File: src/rtl/pic_cycle_ctrl_if.sv
// pic_cycle_ctrl_if: bundle between the PIC16F54 cycle sequencer and its neighbours.
//   Decoded controls (sleep_i, clrwdt_i, branch_i, skip_i) and the watchdog
//   overflow (wdt_tmo) flow into the sequencer. Phase count (q), fetch/commit
//   strobes, NOP select, sleep status, watchdog pulses and STATUS TO/PD flow out.
//   slave  : the sequencer side.
//   master : the decoder/datapath side.
interface pic_cycle_ctrl_if #(
  parameter int unsigned QW = 2
);
  logic          sleep_i;
  logic          clrwdt_i;
  logic          branch_i;
  logic          skip_i;
  logic          wdt_tmo;
  logic [QW-1:0] q;
  logic          fetch_en;
  logic          exec_en;
  logic          nop_sel;
  logic          sleeping;
  logic          wdt_clr;
  logic          wdt_rst;
  logic          to_n;
  logic          pd_n;

  modport slave (
    input  sleep_i, clrwdt_i, branch_i, skip_i, wdt_tmo,
    output q, fetch_en, exec_en, nop_sel, sleeping, wdt_clr, wdt_rst, to_n, pd_n
  );

  modport master (
    output sleep_i, clrwdt_i, branch_i, skip_i, wdt_tmo,
    input  q, fetch_en, exec_en, nop_sel, sleeping, wdt_clr, wdt_rst, to_n, pd_n
  );
endinterface

File: src/rtl/pic_cycle_ctrl.sv
// pic_cycle_ctrl: instruction-cycle sequencer for the PIC16F54 core.
//   Produces the Q-phase count, per-cycle fetch/commit strobes, a one-cycle
//   NOP flush after taken branches/skips, and SLEEP / watchdog wake-up
//   sequencing with the STATUS TO/PD flags.
// Ports:
//   clk  - system clock
//   rst  - synchronous active-high reset
//   bus  - pic_cycle_ctrl_if.slave (decoded controls in, strobes/status out)
module pic_cycle_ctrl #(
  parameter int unsigned QW = 2
) (
  input  logic                 clk,
  input  logic                 rst,
  pic_cycle_ctrl_if.slave      bus
);

  typedef enum logic [1:0] {
    FILL  = 2'd0,
    RUN   = 2'd1,
    FLUSH = 2'd2,
    SLEEP = 2'd3
  } state_t;

  state_t        state_q, state_d;
  logic [QW-1:0] q_q, q_d;
  logic          to_n_q, to_n_d;
  logic          pd_n_q, pd_n_d;
  logic          q4;
  logic          fetch, exec, wclr, wrst;

  assign q4 = (q_q == '1);

  always_comb begin
    state_d = state_q;
    q_d     = q_q + QW'(1);
    to_n_d  = to_n_q;
    pd_n_d  = pd_n_q;
    fetch   = 1'b0;
    exec    = 1'b0;
    wclr    = 1'b0;
    wrst    = 1'b0;

    if (bus.wdt_tmo) begin
      // Timeout overrides every decoded input; a wake from SLEEP keeps PD low.
      wrst    = 1'b1;
      state_d = FILL;
      q_d     = '0;
      to_n_d  = 1'b0;
      if (state_q != SLEEP) pd_n_d = 1'b1;
    end else begin
      unique case (state_q)
        FILL: begin
          fetch = q4;
          if (q4) state_d = RUN;
        end
        RUN: begin
          if (q4) begin
            fetch = 1'b1;
            exec  = 1'b1;
            if (bus.branch_i || bus.skip_i) begin
              state_d = FLUSH;
            end else if (bus.sleep_i) begin
              wclr    = 1'b1;
              pd_n_d  = 1'b0;
              to_n_d  = 1'b1;
              state_d = SLEEP;
            end else if (bus.clrwdt_i) begin
              wclr   = 1'b1;
              to_n_d = 1'b1;
              pd_n_d = 1'b1;
            end
          end
        end
        FLUSH: begin
          fetch = q4;
          if (q4) state_d = RUN;
        end
        SLEEP: begin
          q_d = '0;
        end
        default: begin
          state_d = FILL;
          q_d     = '0;
        end
      endcase
    end
  end

  always_ff @(posedge clk) begin
    if (rst) begin
      state_q <= FILL;
      q_q     <= '0;
      to_n_q  <= 1'b1;
      pd_n_q  <= 1'b1;
    end else begin
      state_q <= state_d;
      q_q     <= q_d;
      to_n_q  <= to_n_d;
      pd_n_q  <= pd_n_d;
    end
  end

  // Outputs are forced to reset values while rst is high so they are
  // defined even before the first reset edge has loaded the registers.
  assign bus.q        = rst ? '0 : q_q;
  assign bus.fetch_en = fetch & ~rst;
  assign bus.exec_en  = exec  & ~rst;
  assign bus.wdt_clr  = wclr  & ~rst;
  assign bus.wdt_rst  = wrst  & ~rst;
  assign bus.nop_sel  = rst | (state_q != RUN);
  assign bus.sleeping = ~rst & (state_q == SLEEP);
  assign bus.to_n     = rst | to_n_q;
  assign bus.pd_n     = rst | pd_n_q;

endmodule

File: src/flat_wrapper.sv
// flat-port wrapper written by rule: the top's interface ports become plain ports
module pic_cycle_ctrl_flat 
#(
  parameter int unsigned QW = 2
)
  (clk, rst, bus_sleep_i, bus_clrwdt_i, bus_branch_i, bus_skip_i, bus_wdt_tmo, bus_q, bus_fetch_en, bus_exec_en, bus_nop_sel, bus_sleeping, bus_wdt_clr, bus_wdt_rst, bus_to_n, bus_pd_n);
  pic_cycle_ctrl_if #(.QW(QW)) bus_i ();
  input  logic clk;
  input  logic rst;
  input wire logic [$bits(bus_i.sleep_i)-1:0] bus_sleep_i;
  input wire logic [$bits(bus_i.clrwdt_i)-1:0] bus_clrwdt_i;
  input wire logic [$bits(bus_i.branch_i)-1:0] bus_branch_i;
  input wire logic [$bits(bus_i.skip_i)-1:0] bus_skip_i;
  input wire logic [$bits(bus_i.wdt_tmo)-1:0] bus_wdt_tmo;
  output wire logic [$bits(bus_i.q)-1:0] bus_q;
  output wire logic [$bits(bus_i.fetch_en)-1:0] bus_fetch_en;
  output wire logic [$bits(bus_i.exec_en)-1:0] bus_exec_en;
  output wire logic [$bits(bus_i.nop_sel)-1:0] bus_nop_sel;
  output wire logic [$bits(bus_i.sleeping)-1:0] bus_sleeping;
  output wire logic [$bits(bus_i.wdt_clr)-1:0] bus_wdt_clr;
  output wire logic [$bits(bus_i.wdt_rst)-1:0] bus_wdt_rst;
  output wire logic [$bits(bus_i.to_n)-1:0] bus_to_n;
  output wire logic [$bits(bus_i.pd_n)-1:0] bus_pd_n;
  assign bus_i.sleep_i = bus_sleep_i;
  assign bus_i.clrwdt_i = bus_clrwdt_i;
  assign bus_i.branch_i = bus_branch_i;
  assign bus_i.skip_i = bus_skip_i;
  assign bus_i.wdt_tmo = bus_wdt_tmo;
  assign bus_q = bus_i.q;
  assign bus_fetch_en = bus_i.fetch_en;
  assign bus_exec_en = bus_i.exec_en;
  assign bus_nop_sel = bus_i.nop_sel;
  assign bus_sleeping = bus_i.sleeping;
  assign bus_wdt_clr = bus_i.wdt_clr;
  assign bus_wdt_rst = bus_i.wdt_rst;
  assign bus_to_n = bus_i.to_n;
  assign bus_pd_n = bus_i.pd_n;
  pic_cycle_ctrl #(.QW(QW)) u_core (.clk(clk), .rst(rst), .bus(bus_i));
endmodule
File: config.mk
export PLATFORM = sky130hd
export DESIGN_NAME = pic_cycle_ctrl_flat
export DESIGN_NICKNAME = d
export VERILOG_FILES = /design/src/rtl/pic_cycle_ctrl_if.sv /design/src/rtl/pic_cycle_ctrl.sv /design/src/flat_wrapper.sv
export SDC_FILE = /design/constraint.sdc
export NUM_CORES = 1
export LEC_CHECK = 0
export ABC_CLOCK_PERIOD_IN_PS = 3150
export BUFFER_PORTS_ARGS = -buffer_cell sky130_fd_sc_hd__buf_2
export CAP_MARGIN = 40
export CORE_AREA = 2 2 39 41
export DETAILED_ROUTE_END_ITERATION = 12
export DIE_AREA = 0 0 41 43
export GPL_TIMING_DRIVEN = 0
export HOLD_SLACK_MARGIN = 0.02
export PLACE_DENSITY_LB_ADDON = 0.08
export SETUP_SLACK_MARGIN = 0.3
export SYNTH_ARGS = -nofsm -noshare
export SYNTH_HDL_FRONTEND = slang
export SYNTH_SLANG_ARGS = --single-unit
export TNS_END_PERCENT = 10
File: constraint.sdc
create_clock -name clk -period 3.15 [get_ports clk]
set_input_delay 0.315 -clock clk [delete_from_list [all_inputs] [get_ports clk]]
set_output_delay 0.315 -clock clk [all_outputs]
set_load 0.02 [all_outputs]
== Word level (Yosys, flattened, before mapping) ==
Index checks and enable logic that the tools add are counted.

* Equal/unequal tests: 11
* Multiplexer cells: 30
* Add/subtract/negate cells: 1
* Bitwise gates (word level): 9
* Reductions and logical operators: 12

{| class="wikitable"
|+ Operators with widths
! cell !! count
|-
| 1-bit 2-to-1 mux || 23
|-
| 2-bit 2-to-1 mux || 5
|-
| 2-bit by 1-bit != test with 1-bit output (second input constant) || 4
|-
| 4-bit AND reduction || 2
|-
| 2-bit equality test (second input constant) || 3
|-
| 2-bit nonzero test || 3
|-
| 1-bit bitwise AND || 5
|-
| 5-bit AND reduction || 1
|-
| 2-bit != test (second input constant) || 2
|-
| 2-bit case mux with 2 select lines || 1
|-
| 2-bit OR reduction || 2
|-
| 3-bit by 2-bit != test with 1-bit output (second input constant) || 1
|-
| 1-bit OR || 3
|-
| 3-bit nonzero test || 1
|-
| 3-bit OR reduction || 1
|-
| 2-bit by 1-bit adder with 2-bit output (second input constant) || 1
|-
| 2-bit by 1-bit equality test with 1-bit output (second input constant) || 1
|-
| 2-bit logical NOT || 1
|-
| 1-bit case mux with 2 select lines || 1
|-
| 1-bit logical OR || 1
|-
| 1-bit NOT || 1
|}

* Bits of input ports: 7
* Output and inout bits: 10
* Logic and storage cells: 67
* Register bits after elaboration: 6

== Depth between registers and ports, before layout ==
* Word-level depth: 7
* Mapped depth: 4

== Worst setup path before layout ==
No wires, ideal clock.

* Path kind: reg-to-output
* From: register u_core.q_q[0]
* To: output port bus_wdt_clr
* Data arrival time: 1,496 ps
* Path buffers: 0
* Path slack: 1,339 ps
* Stages on the path, launching flop included: 5
* Cell sequence: dfxtp_1 -> ha_1 -> nand3b_1 -> nor3_1 -> and3b_1

* Word-level cells in the longest chain between the ends: 5

{| class="wikitable"
|+ Ends and longest elaborated chain
! what !! line !! source
|-
| start, declared || pic_cycle_ctrl.sv:25 || <nowiki>logic [QW-1:0] q_q, q_d;</nowiki>
|-
| start signal, assigned || pic_cycle_ctrl.sv:97 || <nowiki>q_q <= q_d;</nowiki>
|-
| 2-bit equality test || pic_cycle_ctrl.sv:31 || <nowiki>assign q4 = (q_q == '1);</nowiki>
|-
| 1-bit 2-to-1 mux || pic_cycle_ctrl.sv:57 || <nowiki>if (q4) begin</nowiki>
|-
| 1-bit 2-to-1 mux || pic_cycle_ctrl.sv:51 || <nowiki>unique case (state_q)</nowiki>
|-
| 1-bit 2-to-1 mux || pic_cycle_ctrl.sv:43 || <nowiki>if (bus.wdt_tmo) begin</nowiki>
|-
| 1-bit bitwise AND || pic_cycle_ctrl.sv:108 || <nowiki>assign bus.wdt_clr = wclr & ~rst;</nowiki>
|-
| end, declared || flat_wrapper.sv:20 || <nowiki>output wire logic [$bits(bus_i.wdt_clr)-1:0] bus_wdt_clr;</nowiki>
|}

No other way between the ends.

== Final worst setup path ==
Ends and elaborated chain as after synthesis.

==> impl_metrics.ini <==
[cells_and_area]
syn_to_final_growth_pct = 37.60
drive_gt1_frac = 0.3929
nFillCells = 157
ff_latch_area_sq_um = 120.1
fin_nets = 66
multi_input_area_sq_um = 181.4
diodes = 0

[critical_path]
cpPeakStageDelay_ps = 340
endpoint_kind = output port
worstPathRequired_ps = 2830
worstPathCellList = ha_1 -> nand3b_1 -> nor3_1 -> and3b_1 -> buf_2
crit_slowest_cell = dfxtp_1
crit_fanout = 4
start_kind = flop
crit_type = flop to output port
critPathArrivalTime_ps = 1470

[clock_tree]
cts_sinks = 6
cts_tree = done
cts-root-buf = clkbuf_4
postCtsResizedCells = 0
clk_pin_slew_worst_paths_ps = 40
cts_buffer_depth = 2
hold_buffers = 0
h-tree-depth = 1
cts_buffers = 3
insertion_delay_ps = 240
post_cts_buffers = 0

[die]
coreArea_sq_um = 1384
placement_rows = 14
io_pins = 17
die_h_um = 43
dieArea_sq_um = 1763
initial_core_util = 0.2260
die_w_um = 41

[timing]
fmax_ghz = 0.5593
slew_viol_final = 0
setup_viol = 0
period_needed_ps = 1788
rsz0062_at_grt = no
worstMarginPinSlew_ps = 394.3
fin_setup_tns_ps = 0
setup_ws_ps = 1362
hold_viol_final = 0
slew_headroom = 0.7372
clock_skew_ps = 2.457
timing.final.crit_share = 0.5676

[logic_synthesis]
synth_commonest_cells = nor2_1, dfxtp_1, nor2b_1
synthesis.area_sq_um = 312.8
ys_seq_area_frac = 0.3840
yosysMostFrequentCell = nor2_1
avgSynthCellArea_sq_um = 8.232
syn-num-nets = 46
syn_inst = 38
synth_ff_type = dfxtp_1
synth_area_leader_cell = dfxtp_1
synth_top_area_frac = 0.3840
yosys.cell_types.count = 18
ys_warn_count = 0
ys_ff_latch = 6
ys_async_sr_fraction = 0
synth_area_leaders = dfxtp_1, nor2_1, nor2b_1
synth_edf_count = 0

[placement]
dpl.hpwl_um = 576.5
pre_cts_slack_ps = 1623
io_buffers = 15
gp_congestion = 0.6284

[drt]
viasPerCell = 4.444
finalWirelength_um = 712
drc_errors = 0
ant_nets = 0
wl_per_cell_um = 9.889
drtIter0Drc = 2
dr.pass1.iters = 2
num_vias = 320

[global_route]
gr-total-overflow = 0
grt_pass1_wl_um = 1104
grt_max_degree = 11
grt_pass1_vias = 275
grt_use_total = 0.09940
antenna_found_initial = 0

[power_and_ir_drop]
p_sw_uw = 38.91
pwr-share-comb = 0.116
internal_power_uw = 129.4
leakagePower_nw = 0.1979
power.density_nw_per_um2 = 391.1
finalPower_uw = 168.4
swShare = 0.2311
pwr-share-clk = 0.410
peakVddDrop_mv = 0.2683
pwr-share-seq = 0.474

[outcome]
outcome = finished, final reports clean

[hold_path]
hp-class = input pin to flop

[run]
cap_violations = 0
## sequential cells by signal (all words and copies together) (netlist names)
name            count
u_core.q_q          2
u_core.state_q      2
u_core.pd_n_q       1
u_core.to_n_q       1
## cell usage in the layout, fill, tap and decap left out, drive strengths merged
cell type	count
a21oi	2
and3	1
and3b	1
buf	15
clkbuf	4
dfxtp	6
ha	1
inv	2
mux2i	1
nand2	2
nand3b	1
nor2	8
nor2b	4
nor3	2
nor4b	1
o221a	2
or2	1
or3b	1
or4	1
## cell type report
type / instances / area share
plain buffers: 1 / 0.008721
inverters: 2 / 0.01744
clock buffers: 3 / 0.05233
multi-input cells: 29 / 0.4215
repair buffers: 15 / 0.1744
well taps: 16 / 0.04651
flip-flops and latches: 6 / 0.2791
## metrics by stage
| step | instances | hold slack [ps] | cell area (sq um) | utilization |
|---|---|---|---|---|
| global route | 72 | 385.8 | 430.4 | 0.3110 |
| CTS | 72 | 365.7 | 430.4 | 0.3110 |
| floorplan | 38 | 410.8 | 312.8 | - |
| finish | 72 | 376.8 | 430.4 | 0.3110 |
| detailed placement | 69 | 436.2 | 407.9 | 0.2948 |
| global placement | 69 | 441.9 | 407.9 | 0.2948 |
## power by group through the flow
| stage | sequential, mW | combinational (mW) | clock [mW] |
|---|---|---|---|
| 2_1_floorplan | 0.0809 | 0.0114 | 0 |
| 3_3_place_gp | 0.0812 | 0.0203 | 0 |
| 3_5_place_dp | 0.0812 | 0.0200 | 0 |
| 4_1_cts | 0.0798 | 0.0201 | 0.0741 |
| 5_1_grt | 0.0799 | 0.0225 | 0.0777 |
| 6_report | 0.0798 | 0.0195 | 0.0690 |
## logic make-up (layout without fill, tap and decap cells)
logic type / count (synthesis) / count (layout) / share of synthesized area
simple gates: 23 / 23 / 0.4041
flops: 6 / 6 / 0.3840
compound gates: 4 / 4 / 0.1040
buf+inv: 3 / 21 / 0.03600
fa+ha+maj: 1 / 1 / 0.03999
mux: 1 / 1 / 0.03200
## final timing paths
path | from | endpoint | slack [ps] | cells after the start
max | u_core.q_q[0]$_SDFF_PP0_ | bus_wdt_clr | 1360 | 5
min | bus_skip_i | u_core.to_n_q$_SDFFE_PP1P_ | 380 | 3
max reg2reg | u_core.q_q[0]$_SDFF_PP0_ | u_core.to_n_q$_SDFFE_PP1P_ | 1760 | 4
min reg2reg | u_core.q_q[0]$_SDFF_PP0_ | u_core.q_q[0]$_SDFF_PP0_ | 450 | 1
## layer usage
metal,vias to the layer above,part of all wire,global-route usage
li1,169,-,-
met1,143,0.39,0.1190
met2,8,0.51,0.1281
met3,0,0.090,0.09424
met4,0,0,0.02000
met5,-,0,0
## worst max-delay path: cells and delay by family, from the launching register on
family        cells  cell delay (ps)
fa+ha+maj         1              190
buf+inv           1              160
flops             1              340
simple gates      3              540
Power figures use the tool's default switching activity.
